File: src/rtl/daq_gtx_tx_init_ctrl_pkg.sv
// Shared definitions for the GTX TX bring-up sequencer: state encoding,
// timer width and the per-state reset/status output decode.
package daq_gtx_tx_init_ctrl_pkg;

    localparam int TIMER_W = 16;

    // Encoding is visible on STATE for VME readback, so values are fixed.
    typedef enum logic [2:0] {
        ST_IDLE      = 3'd0,
        ST_PLL_RST   = 3'd1,
        ST_WAIT_LOCK = 3'd2,
        ST_DIV_INIT  = 3'd3,
        ST_TX_RST    = 3'd4,
        ST_WAIT_DONE = 3'd5,
        ST_READY     = 3'd6,
        ST_FAULT     = 3'd7
    } state_t;

    typedef struct packed {
        logic gtxreset;
        logic txreset;
        logic tx_ready;
        logic fault;
    } state_outs_t;

    function automatic state_outs_t decode_outs(state_t s);
        state_outs_t o;
        o.gtxreset = (s == ST_IDLE) || (s == ST_PLL_RST) || (s == ST_FAULT);
        o.txreset  = (s != ST_WAIT_DONE) && (s != ST_READY);
        o.tx_ready = (s == ST_READY);
        o.fault    = (s == ST_FAULT);
        return o;
    endfunction

endpackage

File: src/rtl/daq_gtx_tx_init_ctrl_sync_2ff.sv
// Two-flop synchroniser for single-bit GTX status levels into the CLK domain.
module sync_2ff (
    input  logic CLK,
    input  logic RST_N,
    input  logic d,
    output logic q
);
    logic meta;

    always_ff @(posedge CLK or negedge RST_N) begin
        if (!RST_N) begin
            meta <= 1'b0;
            q    <= 1'b0;
        end else begin
            meta <= d;
            q    <= meta;
        end
    end
endmodule

File: src/rtl/daq_gtx_tx_init_ctrl.sv
// GTX TX reset/bring-up sequencer: PLL reset, divider INIT, TX reset, then
// READY, with automatic bounded-retry recovery and a sticky FAULT state.
module daq_gtx_tx_init_ctrl
    import daq_gtx_tx_init_ctrl_pkg::*;
#(
    parameter logic [TIMER_W-1:0] RESET_HOLD   = 16'd64,
    parameter logic [TIMER_W-1:0] LOCK_TIMEOUT = 16'd40000,
    parameter logic [TIMER_W-1:0] DIV_TIMEOUT  = 16'd4096,
    parameter logic [TIMER_W-1:0] DONE_TIMEOUT = 16'd8192,
    parameter logic [3:0]         MAX_RETRIES  = 4'd7
) (
    input  logic       CLK,
    input  logic       RST_N,
    input  logic       ENABLE,
    input  logic       FORCE_REINIT,
    input  logic       PLLLKDET,
    input  logic       TXRESETDONE,
    input  logic       GTXTEST_DONE,
    input  logic [1:0] TXBUFSTATUS,
    output logic       GTXRESET,
    output logic       TXRESET,
    output logic       INIT,
    output logic       TX_READY,
    output logic       FAULT,
    output logic [3:0] RETRY_CNT,
    output logic [7:0] BUF_ERR_CNT,
    output logic [2:0] STATE
);
    state_t               state, nxt;
    logic [TIMER_W-1:0]   timer, tmr_load;
    logic [1:0]           async_in, synced;
    logic                 lock_sync, done_sync, tmr_zero;
    logic                 restart, retry_req, retry_clr, retry_inc, buf_inc;
    logic                 unused_bufstatus;

    assign async_in         = {TXRESETDONE, PLLLKDET};
    assign lock_sync        = synced[0];
    assign done_sync        = synced[1];
    assign unused_bufstatus = TXBUFSTATUS[0];

    for (genvar i = 0; i < 2; i++) begin : g_sync
        sync_2ff u_sync (
            .CLK   (CLK),
            .RST_N (RST_N),
            .d     (async_in[i]),
            .q     (synced[i])
        );
    end

    assign tmr_zero = (timer == '0);

    // Branch order encodes priority: disable > reinit > lock loss > buffer error > timeout > progress.
    always_comb begin
        nxt       = state;
        restart   = 1'b0;
        retry_req = 1'b0;
        retry_clr = 1'b0;
        retry_inc = 1'b0;
        buf_inc   = 1'b0;
        if (!ENABLE) begin
            nxt       = ST_IDLE;
            retry_clr = 1'b1;
        end else if (FORCE_REINIT) begin
            nxt       = ST_PLL_RST;
            retry_clr = 1'b1;
            restart   = 1'b1;
        end else begin
            case (state)
                ST_IDLE:      nxt = ST_PLL_RST;
                ST_PLL_RST:   if (tmr_zero) nxt = ST_WAIT_LOCK;
                ST_WAIT_LOCK: begin
                    if (tmr_zero)       retry_req = 1'b1;
                    else if (lock_sync) nxt = ST_DIV_INIT;
                end
                ST_DIV_INIT: begin
                    if (!lock_sync || tmr_zero) retry_req = 1'b1;
                    else if (GTXTEST_DONE)      nxt = ST_TX_RST;
                end
                ST_TX_RST:    if (tmr_zero) nxt = ST_WAIT_DONE;
                ST_WAIT_DONE: begin
                    if (tmr_zero)       retry_req = 1'b1;
                    else if (done_sync) nxt = ST_READY;
                end
                ST_READY: begin
                    if (!lock_sync) retry_req = 1'b1;
                    else if (TXBUFSTATUS[1]) begin
                        nxt     = ST_TX_RST;
                        buf_inc = 1'b1;
                    end
                end
                default: nxt = state;
            endcase
            if (retry_req) begin
                restart = 1'b1;
                if (RETRY_CNT == MAX_RETRIES) begin
                    nxt = ST_FAULT;
                end else begin
                    nxt       = ST_PLL_RST;
                    retry_inc = 1'b1;
                end
            end
        end
    end

    // Hold states count RESET_HOLD-1 down to 0; wait states give the full timeout to succeed.
    always_comb begin
        tmr_load = '0;
        case (nxt)
            ST_PLL_RST, ST_TX_RST: tmr_load = RESET_HOLD - TIMER_W'(1);
            ST_WAIT_LOCK:          tmr_load = LOCK_TIMEOUT;
            ST_DIV_INIT:           tmr_load = DIV_TIMEOUT;
            ST_WAIT_DONE:          tmr_load = DONE_TIMEOUT;
            default:               tmr_load = '0;
        endcase
    end

    always_ff @(posedge CLK or negedge RST_N) begin
        if (!RST_N) begin
            state       <= ST_IDLE;
            timer       <= '0;
            GTXRESET    <= 1'b1;
            TXRESET     <= 1'b1;
            INIT        <= 1'b0;
            TX_READY    <= 1'b0;
            FAULT       <= 1'b0;
            RETRY_CNT   <= 4'd0;
            BUF_ERR_CNT <= 8'd0;
        end else begin
            state                               <= nxt;
            {GTXRESET, TXRESET, TX_READY, FAULT} <= decode_outs(nxt);
            INIT                                <= (nxt == ST_DIV_INIT) && (state != ST_DIV_INIT);
            if ((nxt != state) || restart)
                timer <= tmr_load;
            else if (!tmr_zero)
                timer <= timer - TIMER_W'(1);
            if (retry_clr)
                RETRY_CNT <= 4'd0;
            else if (retry_inc)
                RETRY_CNT <= RETRY_CNT + 4'd1;
            if (buf_inc && (BUF_ERR_CNT != 8'hFF))
                BUF_ERR_CNT <= BUF_ERR_CNT + 8'd1;
        end
    end

    assign STATE = state;

endmodule

File: config.mk
export PLATFORM = sky130hd
export DESIGN_NAME = daq_gtx_tx_init_ctrl
export DESIGN_NICKNAME = d
export VERILOG_FILES = /design/src/rtl/daq_gtx_tx_init_ctrl_pkg.sv /design/src/rtl/daq_gtx_tx_init_ctrl_sync_2ff.sv /design/src/rtl/daq_gtx_tx_init_ctrl.sv
export SDC_FILE = /design/constraint.sdc
export NUM_CORES = 1
export LEC_CHECK = 0
export CAP_MARGIN = 20
export CORE_AREA = 2 2 71 73
export CTS_CLUSTER_DIAMETER = 200
export DETAILED_ROUTE_END_ITERATION = 16
export DIE_AREA = 0 0 73 75
export GPL_TIMING_DRIVEN = 0
export PLACE_DENSITY = 0.74
export SYNTH_ARGS = -nofsm -noshare
export SYNTH_HDL_FRONTEND = slang
export SYNTH_HIERARCHICAL = 1
export SYNTH_SLANG_ARGS = --single-unit
File: constraint.sdc
create_clock -name CLK -period 2.7 [get_ports CLK]
set_input_delay 0.54 -clock CLK [delete_from_list [all_inputs] [get_ports CLK]]
set_output_delay 0.54 -clock CLK [all_outputs]
set_load 0.01 [all_outputs]
# Word level (Yosys, flattened, before mapping)
# Cells that the tools add are included.
op_classes:
  eq_ne: 20
  addsub: 3
  n_mux: 40
  reduce_logical: 14
op_table:
  columns: ["op", "count"]
  rows:
  - ["$pmux W16 S4", 1]
  - ["$mux W3", 14]
  - ["$mux W16", 2]
  - ["$eq A3 B3 Y1 const B", 7]
  - ["$pmux W3 S7", 1]
  - ["$mux W1", 19]
  - ["$logic_not A16 Y1", 1]
  - ["$sub A16 B1 Y16 const B", 1]
  - ["$eq A3 B2 Y1 const B", 4]
  - ["$add A8 B1 Y8 const B", 1]
  - ["$mux W4", 2]
  - ["$ne A8 B8 Y1 const B", 1]
  - ["$eq A3 B1 Y1 const B", 2]
  - ["$logic_not A3 Y1", 2]
  - ["$ne A3 B3 Y1 const B", 2]
  - ["$add A4 B1 Y4 const B", 1]
  - ["$eq A4 B3 Y1 const B", 1]
  - ["$logic_or A1 B1 Y1", 4]
  - ["$reduce_or A2 Y1", 2]
  - ["$logic_and A1 B1 Y1", 3]
  - ["$ne A3 B2 Y1 const B", 1]
  - ["$ne A3 B3 Y1", 1]
  - ["$pmux W1 S3", 1]
  - ["$ne A2 B1 Y1 const B", 1]
  - ["2 further kinds", 2]
totals:
  register_bits: 40
  output_inout_bits: 20

# Depth between registers and ports, before layout
# Gate-level depths: netlist (run 1).
logic_depth:
  ltp_word: 13
  depth_mapped: 11

# By module
# The synthesis (run 1) kept the hierarchy.
by_module_without_submodules:
  columns: ["module", "seq_area_each_um2", "area_per_inst_um2", "cells_per_inst", "n_inst"]
  rows:
  - ["daq_gtx_tx_init_ctrl", 903.4, 2174.6, 222, 1]
  - ["sync_2ff", 50.0, 50.0, 2, 2]

# Worst setup path after synthesis (run 1)
# No wires, ideal clock.
synth_timing:
  path_type: "reg2reg"
  from: "reg timer[0]"
  to: "reg timer[0]"
  setup_ps: 79
  period_less_slack_ps: 2697
  setup_slack_ps: 3
  path_buffers: 1
  path_stages_with_launch: 11
  arrival_ps: 2618
  cell_sequence: "dfrtp_1 > inv_1 > ha_1 > nor3b_2 > nand2_1 > o41a_1 > o2111ai_2 > a221oi_2 > a2111oi_4 > buf_6 > mux2i_1"
synth_between:
  elab_chain_cells: 13
  elab_cells_between_ends: 32
  cone_classes: "add/sub: 1; eq/ne: 7; mux: 20; reduce/logical: 4"
synth_rtl:
  columns: ["element", "line_no", "text"]
  rows:
  - ["start: declaration", "daq_gtx_tx_init_ctrl.sv:30", "logic [TIMER_W-1:0] timer, tmr_load;"]
  - ["start signal: assignment", "daq_gtx_tx_init_ctrl.sv:133", "timer <= tmr_load;"]
  - ["start signal: assignment", "daq_gtx_tx_init_ctrl.sv:135", "timer <= timer - TIMER_W'(1);"]
  - ["$logic_not A16 Y1", "daq_gtx_tx_init_ctrl.sv:50", "assign tmr_zero = (timer == '0);"]
  - ["$logic_or A1 B1 Y1", "daq_gtx_tx_init_ctrl.sv:76", "if (!lock_sync || tmr_zero) retry_req = 1'b1;"]
  - ["$mux W1", "daq_gtx_tx_init_ctrl.sv:76", null]
  - ["$pmux W1 S3", "daq_gtx_tx_init_ctrl.sv:68", "case (state)"]
  - ["$mux W1", "daq_gtx_tx_init_ctrl.sv:63", "end else if (FORCE_REINIT) begin"]
  - ["$mux W1", "daq_gtx_tx_init_ctrl.sv:60", "if (!ENABLE) begin"]
  - ["$mux W3", "daq_gtx_tx_init_ctrl.sv:93", "if (retry_req) begin"]
  - ["$mux W3", "daq_gtx_tx_init_ctrl.sv:63", null]
  - ["$mux W3", "daq_gtx_tx_init_ctrl.sv:60", null]
  - ["$eq A3 B1 Y1 or $eq A3 B3 Y1 (tied branches)", "daq_gtx_tx_init_ctrl.sv:108", "case (nxt)"]
  - ["$reduce_or A2 Y1", "daq_gtx_tx_init_ctrl.sv:108", null]
  - ["$pmux W16 S4", "daq_gtx_tx_init_ctrl.sv:108", null]
  - ["$mux W16", "daq_gtx_tx_init_ctrl.sv:132", "if ((nxt != state) || restart)"]
# Several ways; a longest one is shown, not always the timed one. The select of a mux whose other input is x is not followed.
# A chain may end at the register's enable or synchronous reset.

# Final worst setup path (run 1)
layout_timing:
  from: "reg timer[9]"
  to: "reg timer[15]"
# The elaborated chain is that of the path after synthesis.

==> run_results.csv, run 1 <==
group,metric,value,unit
timing,hold_slack,0.194,ns
worst_setup_path,crit_required,2.92,ns
synth,synthFlopType,"dfrtp_1",
die,die_h,75,um
global_route,first_global_vias,1767,
power,p_leak,1.35,nW
die,core.rowCount,25,
place,pre_cts_ws,-0.482,ns
timing,slew_headroom,67.0,%
power,p_total,1.42,mW
power,p_seq_share,45.9,%
timing,worst_pin_slew,0.495,ns
die,core-area,0.00466,mm2
final_layout,n_fill_cell,362,
worst_setup_path,crit_type,"reg2reg",
timing,finalHoldViolCount,0,
clock_tree,path_clk_slew,0.08,ns
final_layout,register_area,0.00101,mm2
synth,yosysTopAreaCell,"dfrtp_1",
power,peakVddDrop,295,uV
die,pin_count,29,
synth,ys_ff_latch,40,
power,power.switching,0.367,mW
detailed_routing,via_per_inst,5.73,
power,power_density,463,mW/mm2
clock_tree,cts_sinks,40,
timing,slew_viol_final,0,
final_layout,insertedDiodeCount,0,
power,clkPwrFrac,38.2,%
synth,synth_most_common_cell,"dfrtp_1",
place,routabilityCongestion,0.938,
global_route,antenna_found_initial,0,
detailed_routing,wl,5520,um
power,power.share.combinational,15.8,%
final_layout,multi_input_area,0.00137,mm2
global_route,grt_max_degree,23,
timing,setup_tns,-0.00815,ns
die,initial_core_util,48.8,%
synth,synthCells,226,
synth,yosysWarnings,6,
timing,fmax,370,MHz
synth,yosys.cell_types.count,49,
job,maxCapViolCount,0,
clock_tree,numCtsBuffers,5,
timing,fin_crit,2.70,ns
synth,ys_async_sr_fraction,100,%
final_layout,drive_above_1_share,22.8,%
place,port_buffers,27,
synth,avgSynthCellArea,10.1,um2
clock_tree,cts_buffer_depth,2,
power,p_sw_share,25.8,%
synth,synth_top_area_share,41.8,%
detailed_routing,vias,1918,
timing,report.final.setup_viol,4,
place,placed_area,0.00264,mm2
global_route,gr-total-overflow,0,
power,p_int,1.06,mW
global_route,grt_pass1_wl,8360,um
synth,synthTopCellsByCount,"dfrtp_1 (38), nand2_1 (24), nor2_1 (21)",
clock_tree,cts_tree,"done",
clock_tree,clk-insertion-delay-late,0.30,ns
timing,min_period_over_period,100,%
detailed_routing,drt_iter0_markers,120,
synth,ys_seq_area_share,44.1,%
synth,synth_nets,238,
detailed_routing,post_drt_wl_per_cell,16.5,um
min_path,hold_path_class,"in2async",
detailed_routing,drc,0,
final_layout,area_delta_synth_final,35.1,%
synth,syn-cell-area,0.00227,mm2
worst_setup_path,critPathLaunchType,"flip-flop",
final_layout,design_area,0.00307,mm2
timing,fin_ws,-0.00444,ns
clock_tree,root_buffer,"clkbuf_8",
run_status,outcome,"finished, violations left",
detailed_routing,drtAntennaViolNets,0,
synth,yosys-top-cells-area,"dfrtp_1 (42%), mux2i_1 (6.2%), xor2_1 (5.4%)",
worst_setup_path,crit_path_end_kind,"flip-flop",
place,dp_hpwl,3610,um
clock_tree,cts_max_level,2,
die,fp.dieArea,0.00548,mm2
die,die_x,73,um
run_status,violations,"setup timing",
worst_setup_path,cp_max_fo,6,
worst_setup_path,arrival,2.93,ns
final_layout,fin_nets,292,
detailed_routing,drt_pass1_iterations,4,
timing,finClkSkew,0.00868,ns
global_route,grt_use_total,20.0,%
synth,synth_edf_count,0,
registers in the layout, summed over array words and instances, names as in the netlist:
register            flops
BUF_ERR_CNT             8
g_sync.u_sync/meta      2
INIT                    1
STATE                   3
TX_READY                1
g_sync.u_sync/q         2
FAULT                   1
GTXRESET                1
RETRY_CNT               4
TXRESET                 1
timer                  16
metrics by stage:
step | utilization (%) | instances
2_1_floorplan | - | 226
3_3_place_gp | 56.1 | 307
3_5_place_dp | 56.5 | 308
4_1_cts | 61.3 | 320
5_1_grt | 66.0 | 335
6_report | 66.0 | 335
critical path: stages (launching register included):
cell       delay, ns
dfrtp_2         0.44
nor4_4          0.38
buf_4           0.18
nand4_1         0.08
buf_4           0.19
o211ai_1        0.38
a211oi_2        0.17
a2111oi_4       0.28
buf_4           0.19
buf_4           0.15
mux2i_1         0.18
cell usage in the layout (no fill, tap or decap), types with 2 or more instances in the layout:
master,netlist,routed
a21oi_1,5,4
o21ai_0,7,6
xnor2_1,10,10
clkdlybuf4s50_1,0,26
or4_1,2,2
nor2b_1,5,5
or3_1,4,3
xor2_1,14,14
nor4_1,5,4
nand3_1,4,4
nand2b_1,3,3
ha_2,0,2
inv_1,5,5
dfrtp_1,38,36
nand2_1,24,23
clkbuf_8,0,7
dfrtp_2,0,2
nor3_1,7,5
and4_1,2,2
o211ai_1,2,2
buf_4,0,20
nor3b_4,0,2
clkbuf_1,4,3
o41ai_4,0,2
buf_6,1,2
and2_1,3,3
dfstp_2,2,2
nor3b_2,2,2
buf_2,2,2
nand4_1,6,6
a211oi_1,3,2
nor3b_1,4,2
mux2i_1,14,14
nor2_1,21,20
o31ai_1,2,2
cell families after synthesis:
kind of cell	synth area share, %
flops	44.1
mux	6.66
compound gates	11.2
fa+ha+maj	1.65
xor+xnor	9.24
simple gates	24.8
buf+inv	2.42
worst paths after layout:
check | startpoint | end | slack [ns] | depth (start not counted)
worst max-delay path | timer[9]$_DFFE_PN0P_ | timer[15]$_DFFE_PN0P_ | -0.004 | 10
worst min-delay path | RST_N | timer[14]$_DFFE_PN0P_ | 0.19 | 1
worst max register to register | timer[9]$_DFFE_PN0P_ | timer[15]$_DFFE_PN0P_ | -0.004 | 10
worst min register to register | g_sync[1].u_sync/meta$_DFF_PN0_ | g_sync[1].u_sync/q$_DFF_PN0_ | 0.35 | 0
max in group asynchronous | RST_N | GTXRESET$_DFF_PN1_ | 1.95 | 2
min in group CLK | g_sync[1].u_sync/meta$_DFF_PN0_ | g_sync[1].u_sync/q$_DFF_PN0_ | 0.35 | 0
timing repair:
item | 4_1_cts | 5_1_grt
hold buffers | 0 | 0
pin swaps | 3 | 11
resized for setup | 13 | 21
hold endpoints to repair | 0 | 0
cloned | 0 | 1
buffers inserted | 5 | 14
setup endpoints to repair | 22 | 19
layout make-up:
cell class,count,share of cell area (%)
repair buffers,48,14.4
inverters,5,0.611
plain buffers,6,1.26
clock inverters,1,0.977
clock buffers,7,3.13
well taps,54,2.20
flip-flops and latches,40,32.7
multi-input cells,174,44.7
power by group through the flow:
stage / registers [mW] / logic, mW / clock network [mW]
2_1_floorplan: 0.655 / 0.124 / 0
3_3_place_gp: 0.660 / 0.173 / 0
3_5_place_dp: 0.662 / 0.180 / 0
4_1_cts: 0.652 / 0.200 / 0.550
5_1_grt: 0.657 / 0.249 / 0.575
6_report: 0.654 / 0.225 / 0.544
per-layer routing:
| layer | up-vias | GRT usage [%] | part of all wire, % |
|---|---|---|---|
| li1 | 920 | - | - |
| met1 | 928 | 27.3 | 45 |
| met2 | 61 | 32.1 | 48 |
| met3 | 9 | 4.28 | 6.0 |
| met4 | 0 | 5.97 | 1.4 |
| met5 | - | 0 | 0 |
Power figures use the tool's default switching activity.
==> run 2: changes to the inputs <==
--- a/config.mk
+++ b/config.mk
@@ -16,3 +16,4 @@
 export SYNTH_HDL_FRONTEND = slang
 export SYNTH_HIERARCHICAL = 1
 export SYNTH_SLANG_ARGS = --single-unit
+export TNS_END_PERCENT = 10
==> run 2 against run 1 <==
Net effect:
- the run now ends clean
- fmax up 1.9%
- die area unchanged
- global-route usage about the same
- first-iteration DRC count increased by 9.2%
- final cell count stayed put
- core utilization shrank 0.56 points
- sequential cell count is the same
- combinational power barely moved
- setup slack better by 0.052 ns
- clock skew is 0.00057 ns higher
- non-clock buffer count is the same
- sequential share of layout area rose by 0.20 points
==> run_results.csv, run 2 (synthesized netlist as in run 1, its figures left out) <==
group,metric,value,unit
die,core-area,0.00466,mm2
worst_setup_path,arrival,2.87,ns
detailed_routing,wl,5380,um
worst_setup_path,r2r-start,"RETRY_CNT[1]$_DFFE_PN0P_",
detailed_routing,drt_iter0_markers,131,
final_layout,area_delta_synth_final,34.0,%
timing,report.final.setup_viol,0,
clock_tree,numCtsBuffers,5,
place,routabilityCongestion,0.938,
detailed_routing,top_layer,"met4",
die,fp.dieArea,0.00548,mm2
worst_setup_path,cp_max_fo,5,
detailed_routing,met1_length,2420,um
final_layout,multi_input_area,0.00135,mm2
clock_tree,path_clk_slew,0.08,ns
clock_tree,cts_tree,"done",
final_layout,n_fill_cell,367,
timing,slew_headroom,67.8,%
power,peakVddDrop,352,uV
global_route,grt_use_total,19.9,%
die,die_h,75,um
power,p_leak,1.35,nW
worst_setup_path,crit_path_end_kind,"flip-flop",
global_route,grt_pass1_wl,8350,um
power,power_density,464,mW/mm2
die,die_x,73,um
final_layout,drive_above_1_share,21.7,%
global_route,gr-total-overflow,0,
die,core.rowCount,25,
worst_setup_path,crit_type,"reg2reg",
final_layout,fin_nets,292,
final_layout,largest_register,"timer",
clock_tree,clk-insertion-delay-late,0.30,ns
timing,fmax,377,MHz
final_layout,largest_reg_flops,16,
worst_setup_path,ff2ff_setup_slack,0.05,ns
place,placed_area,0.00264,mm2
detailed_routing,post_drt_wl_per_cell,16.0,um
min_path,hold_path_class,"in2async",
timing,rsz0062_at_grt,"true",
detailed_routing,drt_pass1_iterations,4,
worst_setup_path,crit_required,2.92,ns
worst_setup_path,r2r_end,"timer[12]$_DFFE_PN0P_",
timing,min_period_over_period,98.3,%
timing,fin_crit,2.65,ns
detailed_routing,drtAntennaViolNets,0,
final_layout,top_regs,"timer: 16 flops, BUF_ERR_CNT: 8 flops, RETRY_CNT: 4 flops",
timing,slew_viol_final,0,
die,initial_core_util,48.8,%
detailed_routing,dr_wl_met2,2570,um
detailed_routing,met3WireLength,286,um
final_layout,insertedDiodeCount,0,
global_route,antenna_found_initial,0,
final_layout,register_area,0.00100,mm2
job,maxCapViolCount,0,
detailed_routing,via_per_inst,5.75,
timing,worst_pin_slew,0.483,ns
global_route,first_global_vias,1767,
detailed_routing,vias,1925,
run_status,outcome,"complete, no violations",
global_route,grt_max_degree,23,
final_layout,design_area,0.00305,mm2
worst_setup_path,ff2ff_path_depth,9,
timing,setup_tns,0,ns
die,pin_count,29,
place,dp_hpwl,3610,um
worst_setup_path,critPathLaunchType,"flip-flop",
clock_tree,root_buffer,"clkbuf_8",
place,port_buffers,27,
clock_tree,cts_max_level,2,
power,p_total,1.42,mW
clock_tree,cts_buffer_depth,2,
final_layout,final_cell_mix,"dfrtp_1 (38), clkdlybuf4s50_1 (26), nand2_1 (23), buf_4 (21), nor2_1 (20)",
timing,finalHoldViolCount,0,
clock_tree,cts_sinks,40,
detailed_routing,drc,0,
final_layout,final_common_cell,"dfrtp_1",
timing,finClkSkew,0.00925,ns
[run 2: report_power, final]
| group | switching (mW) | internal, mW | total, mW |
|---|---|---|---|
| Combinational | 0.116 | 0.107 | 0.223 |
| Clock | 0.212 | 0.326 | 0.538 |
| Sequential | 0.0315 | 0.622 | 0.654 |
| Total | 0.359 | 1.06 | 1.41 |
[run 2: critical path: stages, from the launching register on]
cell       delay (ns)
dfrtp_1          0.42
ha_2             0.19
and3b_2          0.23
or3b_4           0.39
o32ai_4          0.38
nor2_4           0.10
a2111oi_4        0.35
buf_4            0.19
buf_6            0.14
mux2i_1          0.19
[run 2: worst max-delay path by stage]
stage,startpoint,end,slack (ns),cells past startpoint
floorplan,timer[0]$_DFFE_PN0P_,timer[0]$_DFFE_PN0P_,0.003,10
global placement,ENABLE,timer[11]$_DFFE_PN0P_,-0.45,8
detailed placement,timer[0]$_DFFE_PN0P_,timer[5]$_DFFE_PN0P_,-0.48,10
CTS,RETRY_CNT[0]$_DFFE_PN0P_,timer[0]$_DFFE_PN0P_,-0.007,8
global route,RETRY_CNT[1]$_DFFE_PN0P_,timer[1]$_DFFE_PN0P_,-0.02,9
finish,RETRY_CNT[1]$_DFFE_PN0P_,timer[12]$_DFFE_PN0P_,0.05,9
[run 2: timing repair]
| item | in CTS | in global routing |
|---|---|---|
| cloned | 0 | 1 |
| buffers inserted | 5 | 14 |
| setup endpoints to repair | 22 | 19 |
| gates resized for setup | 13 | 15 |
| pin swaps | 3 | 8 |
| hold buffers | 0 | 0 |
[run 2: area by class of cell]
type                            count  share of cell area (%)
Multi-Input combinational cell    174                    44.4
Sequential cell                    40                    32.9
Timing Repair Buffer               48                    14.5
Clock buffer                        7                    3.16
Tap cell                           54                    2.22
Buffer                              6                    1.15
Clock inverter                      1                   0.985
Inverter                            5                   0.616
[run 2: metal layers]
layer / vias up / GRT usage [%]
li1: 918 / -
met1: 927 / 27.2
met2: 64 / 32.1
met3: 16 / 4.28
met4: 0 / 5.97
met5: - / 0
[run 2: metrics by stage]
step | instances | hold slack [ns] | worst slack, ns | utilization [%]
3_3_place_gp | 307 | 0.335 | -0.446 | 56.1
3_5_place_dp | 308 | 0.335 | -0.482 | 56.5
6_report | 335 | 0.190 | 0.0471 | 65.4
2_1_floorplan | 226 | 0.244 | 0.00292 | -
5_1_grt | 335 | 0.235 | -0.0236 | 65.4
4_1_cts | 320 | 0.206 | -0.00652 | 61.3
